### src/rtl/fetch_queue.sv
// fetch_queue: instruction-fetch front end between next-PC selection and the decoder.
//
// Holds the fetch PC and issues word reads to a synchronous instruction memory
// that has a 1-cycle read latency. Returned words are buffered with their PCs in
// a DEPTH-entry FIFO and handed to the decoder over a valid/ready handshake.
// A redirect flushes the queue and drops any read still in flight.
//
// Optional build macro: FETCH_BYPASS_EN
//   When defined, a read that returns while the queue is empty is presented to
//   the decoder in the same cycle. It is written into the FIFO only if the
//   decoder does not accept it in that cycle.
//
// Ports:
//   clk_i          rising-edge clock
//   reset_i        asynchronous reset, active low
//   mem_req_o      read request to instruction memory this cycle
//   mem_addr_o     word address, fetch_pc[ADDR_W+1:2]
//   mem_rdata_i    read data, valid the cycle after an accepted request
//   redirect_i     taken branch/jump: replace the fetch PC
//   redirect_pc_i  new byte PC (bits [1:0] ignored)
//   instr_o        instruction to decoder (NOP when not valid)
//   pc_o           byte PC of instr_o (0 when not valid)
//   valid_o        instr_o/pc_o valid
//   ready_i        decoder accepts this cycle
//   count_o        occupied FIFO entries
module fetch_queue #(
    parameter int unsigned DEPTH    = 4,
    parameter int unsigned ADDR_W   = 14,
    parameter logic [31:0] RESET_PC = 32'h0000_0000
) (
    input  logic                     clk_i,
    input  logic                     reset_i,
    output logic                     mem_req_o,
    output logic [ADDR_W-1:0]        mem_addr_o,
    input  logic [31:0]              mem_rdata_i,
    input  logic                     redirect_i,
    input  logic [31:0]              redirect_pc_i,
    output logic [31:0]              instr_o,
    output logic [31:0]              pc_o,
    output logic                     valid_o,
    input  logic                     ready_i,
    output logic [$clog2(DEPTH):0]   count_o
);

    localparam int unsigned PW = $clog2(DEPTH);
    localparam int unsigned CW = PW + 1;
    localparam logic [31:0] NOP = 32'h0000_0013;

    logic [31:0]   fetch_pc;
    logic [31:0]   rsp_pc;
    logic          rsp_v;
    logic [PW-1:0] wr_ptr;
    logic [PW-1:0] rd_ptr;
    logic [CW-1:0] count;

    logic [31:0]   instr_mem [DEPTH];
    logic [31:0]   pc_mem    [DEPTH];

    logic          head_v;
    logic          byp_v;
    logic          push;
    logic          fifo_pop;
    logic [CW:0]   credit;

    // Byte-offset bits of a redirect target never reach the fetch PC.
    logic          unused_bits;
    assign unused_bits = ^redirect_pc_i[1:0];

    assign mem_addr_o = fetch_pc[ADDR_W+1:2];
    assign count_o    = count;

    always_comb begin
        head_v    = (count != '0);
`ifdef FETCH_BYPASS_EN
        byp_v     = !head_v && rsp_v;
`else
        byp_v     = 1'b0;
`endif
        // Credit counts the in-flight read against free space; a pop in the
        // same cycle is deliberately not credited.
        credit    = {1'b0, count} + {{CW{1'b0}}, rsp_v};
        mem_req_o = reset_i && !redirect_i && (credit < (CW+1)'(DEPTH));
        valid_o   = (head_v || byp_v) && !redirect_i;
        fifo_pop  = head_v && !redirect_i && ready_i;
        // A bypassed response consumed by the decoder is never written.
        push      = rsp_v && !redirect_i && !(byp_v && ready_i);

        instr_o   = NOP;
        pc_o      = '0;
        if (valid_o) begin
            if (head_v) begin
                instr_o = instr_mem[rd_ptr];
                pc_o    = pc_mem[rd_ptr];
            end else begin
                instr_o = mem_rdata_i;
                pc_o    = rsp_pc;
            end
        end
    end

    always_ff @(posedge clk_i or negedge reset_i) begin
        if (!reset_i) begin
            fetch_pc <= RESET_PC;
            rsp_pc   <= '0;
            rsp_v    <= 1'b0;
            wr_ptr   <= '0;
            rd_ptr   <= '0;
            count    <= '0;
        end else if (redirect_i) begin
            fetch_pc <= {redirect_pc_i[31:2], 2'b00};
            rsp_v    <= 1'b0;
            wr_ptr   <= '0;
            rd_ptr   <= '0;
            count    <= '0;
        end else begin
            if (mem_req_o) begin
                fetch_pc <= fetch_pc + 32'd4;
                rsp_pc   <= fetch_pc;
                rsp_v    <= 1'b1;
            end else begin
                rsp_v    <= 1'b0;
            end
            if (push) begin
                wr_ptr <= wr_ptr + 1'b1;
            end
            if (fifo_pop) begin
                rd_ptr <= rd_ptr + 1'b1;
            end
            case ({push, fifo_pop})
                2'b10:   count <= count + 1'b1;
                2'b01:   count <= count - 1'b1;
                default: count <= count;
            endcase
        end
    end

    // Entry storage carries no reset; count alone decides what is valid.
    always_ff @(posedge clk_i) begin
        if (push) begin
            instr_mem[wr_ptr] <= mem_rdata_i;
            pc_mem[wr_ptr]    <= rsp_pc;
        end
    end

endmodule

### config.mk
export PLATFORM = sky130hd
export DESIGN_NAME = fetch_queue
export DESIGN_NICKNAME = d
export VERILOG_FILES = /design/src/rtl/fetch_queue.sv
export SDC_FILE = /design/constraint.sdc
export NUM_CORES = 1
export LEC_CHECK = 0
export ABC_AREA = 1
export BUFFER_PORTS_ARGS = -buffer_cell sky130_fd_sc_hd__buf_2
export CAP_MARGIN = 5
export CORE_UTILIZATION = 55
export CTS_BUF_LIST = sky130_fd_sc_hd__clkbuf_4
export DETAILED_ROUTE_END_ITERATION = 12
export PLACE_DENSITY_LB_ADDON = 0.1
export SETUP_SLACK_MARGIN = 0.05
export SLEW_MARGIN = 40
export SYNTH_ARGS = -nofsm -noshare
export SYNTH_HDL_FRONTEND = slang
export SYNTH_SLANG_ARGS = --single-unit
export TNS_END_PERCENT = 50
### constraint.sdc
create_clock -name clk_i -period 3.5 [get_ports clk_i]
set_input_delay 0.7 -clock clk_i [delete_from_list [all_inputs] [get_ports clk_i]]
set_output_delay 0.7 -clock clk_i [all_outputs]
set_load 0.02 [all_outputs]
==> results.py <==
metrics = {
    "clock_tree": {
        "cts-htree-levels": 3,
        "cts_tree": "built",
        "cts_buffers": 79,
        "clkSinkCount": 316,
        "root_buffer": "clkbuf_4",
        "clk-insertion-delay-late_ps": 690,
        "clkTransAtPathRegs_ps": 70,
        "ctsLongestPathBuffers": 3,
        "post_cts_setup_repair_bufs": 0,
    },
    "global_route": {
        "grt_remaining_overflow": 0,
        "groute.usage.overall_pct": 23.5,
        "global_route_wire_length_before_repair_um": 46400,
        "number_of_global_route_vias_before_repair": 9141,
        "grt_antenna_before_repair": 1,
        "pin_count_of_the_biggest_net_entering_global_routing": 128,
    },
    "final_layout": {
        "design.final.nets": 1509,
        "area.growth.synth_to_final_pct": 14.8,
        "drive_above_1_share_pct": 22.2,
        "utilization_pct": 64.1,
        "mostFrequentLayoutCells": "297 x nor2_1, 248 x edfxtp_1, 163 x o21ai_0",
        "most_common_cell_after_layout_fill_and_taps_aside": "nor2_1",
        "fillers": 1974,
    },
    "routing": {
        "drt.antenna.violating_nets": 0,
        "drtIter0Drc": 653,
        "drt-total-wl_um": 29200,
        "detail_route.drc_violations": 0,
        "via_per_inst": 5.23,
        "vias": 9502,
        "wl_cell_um": 16.0,
        "detail_route.first_pass.iterations": 5,
    },
    "floorplanning": {
        "initial_core_util_pct": 55.8,
        "io-pin-count": 151,
        "die_width_um": 159,
        "die_h_um": 159,
        "fp.coreArea_um2": 24200,
        "rows": 57,
        "die-area_um2": 25200,
    },
    "sta": {
        "final_number_of_hold_violating_endpoints": 0,
        "clock.fmax_mhz": 319,
        "worst_clock_skew_ps": 54.8,
        "setup_ws_ps": 367,
        "slew_headroom_pct": 51.3,
        "setup_repair_after_global_routing_missed_its_margin": "false",
        "finalCritPeriodShare_pct": 89.5,
        "max_slew.worst_pin.slew_ps": 729,
        "max_transition_viols_final": 0,
        "finalSetupViolCount": 0,
        "period_needed_ps": 3130,
    },
    "worst_setup_path": {
        "crit_path_cell_trace": "nor2_1 > nand2_2 > nand2_2 > buf_6 > inv_1 > o211ai_1 > buf_2",
        "crit_arrival_ps": 2430,
        "critical_path_peak_fanout": 60,
        "worstPathRequired_ps": 2800,
        "cp_common_cell": "nand2_2",
        "cpMaxStageDelayCell": "buf_6",
        "cp-start-kind": "flop",
        "timing.setup.critical_path_class": "reg2out",
        "worstSetupEndpointType": "primary output",
        "worst_r2r_path_depth": 8,
        "critical-path-max-stage-delay_ps": 450,
    },
    "power": {
        "cellPowerDensity_nw_per_um2": 533,
        "total_power_after_layout_w": 0.00828,
        "leakage_nw": 6.20,
        "ir_worst_vdd_mv": 0.224,
    },
    "logic_synthesis": {
        "ys_dominant_reg_cell": "edfxtp_1",
        "count_of_flip_flops_with_a_built_in_enable_after_synthesis": 248,
        "synth_area_per_cell_um2": 10.7,
        "synthesis.yosys.warnings": 0,
        "flops_latches_synth": 316,
        "async_reset_ff_share_pct": 21.5,
        "ys_types": 34,
        "synth.yosys.seq_area_share_pct": 67.6,
        "synth_area_um2": 13500,
        "gate_count_post_synth": 1262,
    },
    "min_path": {
        "worstHoldPathType": "in2async",
    },
    "placement": {
        "pre_cts_ws_ps": 651,
        "globalplace.congestion": 0.840,
        "place_hpwl_um": 17400,
        "buffers_added_on_ports": 146,
    },
    "flow_run": {
        "drv.max_cap_violation_count": 0,
    },
    "outcome": {
        "outcome": "finished, final reports clean",
    },
}
[cells by family (layout without fill, tap and decap cells)]
group	Yosys count	in the layout	share of synthesized area (%)
AOI/OAI and AO/OA	241	241	9.12
xor gates and xnor gates	3	3	0.194
adders and majority gates	6	6	0.610
buffers and inverters	146	376	5.25
DFF	316	316	67.6
other	1	3	0.0277
and+or+nand+nor	549	549	17.2
[layer usage]
layer	wire [um]	GRT usage, %	part of all wire [%]
met1	12800	30.9	44
met2	14200	39.2	49
met3	1680	4.44	5.8
met4	522	8.48	1.8
met5	0	0	0
[power by group]
part / leakage [nW] / internal, W / switching (W)
Combinational: 2.55 / 0.000278 / 0.000614
Sequential: 3.07 / 0.00427 / 0.000175
Clock: 0.581 / 0.00153 / 0.00142
[Yosys cell counts, types with 2 or more instances]
library cell	count	area, um2
o211ai_1	7	52.6
nand2_1	150	563
o221ai_1	2	17.5
nor3_1	3	15.0
nand4_1	7	43.8
dfrtp_1	68	1700
or2_2	2	12.5
nor2_2	4	25.0
inv_1	63	236
xnor2_1	2	17.5
buf_4	25	188
ha_1	5	62.6
buf_1	10	37.5
nand3_4	2	35.0
nor2_1	301	1130
o21ai_1	3	15.0
nand3_2	2	20.0
inv_2	4	15.0
edfxtp_1	248	7450
nor2_4	13	146
nand2_2	3	18.8
nand3_1	61	305
a21oi_1	64	320
o21ai_0	163	816
buf_6	4	45.0
clkbuf_1	21	78.8
buf_2	18	90.1
[per-stage QoR]
stage               cells  area, um2  hold WS [ps]  setup TNS, ps
finish               1818      15500           177              0
global route         1818      15500           144              0
CTS                  1817      15500           140              0
detailed placement   1678      14600           506              0
global placement     1678      14600           495              0
floorplan            1263      13500           404        -157680
[worst max-delay path, delay by kind of cell (launching register included)]
kind | cells | cell delay [ps]
buffers and inverters | 3 | 840
AOI/OAI and AO/OA | 1 | 140
and+or+nand+nor | 3 | 360
DFF | 1 | 430
[flip-flops by register name, indices dropped and copies added (netlist names)]
register   flops
count_o        3
fetch_pc      30
instr_mem    128
pc_mem       120
rd_ptr         2
rsp_pc        30
rsp_v          1
wr_ptr         2
[final timing paths]
check	startpoint	end	slack, ps
max	count_o[1]	instr_o[1]	370
min	reset_i	fetch_pc[5]	180
max reg2reg	count_o[0]	fetch_pc[23]	1470
min reg2reg	rsp_pc[24]	pc_mem[2][24]	510
max in group asynchronous	reset_i	rd_ptr[0]	2420
min in group clk_i	mem_rdata_i[4]	instr_mem[2][4]	230
[repair_timing]
| action | 4_1_cts | 5_1_grt |
|---|---|---|
| endpoints found under the setup margin | 0 | 3 |
| gates resized for setup | 0 | 1 |
| hold buffers | 0 | 0 |
[final cells by class]
type	instances	area (um2)	share of cell area [%]
Antenna cell	1	2.50	0.0161
Tap cell	324	405	2.61
Clock buffer	116	871	5.60
Timing Repair Buffer	170	1040	6.69
Clock inverter	23	110	0.708
Sequential cell	316	9150	58.9
Inverter	67	251	1.62
Multi-Input combinational cell	801	3710	23.9
No activity file was read; power rests on OpenSTA's default activity.
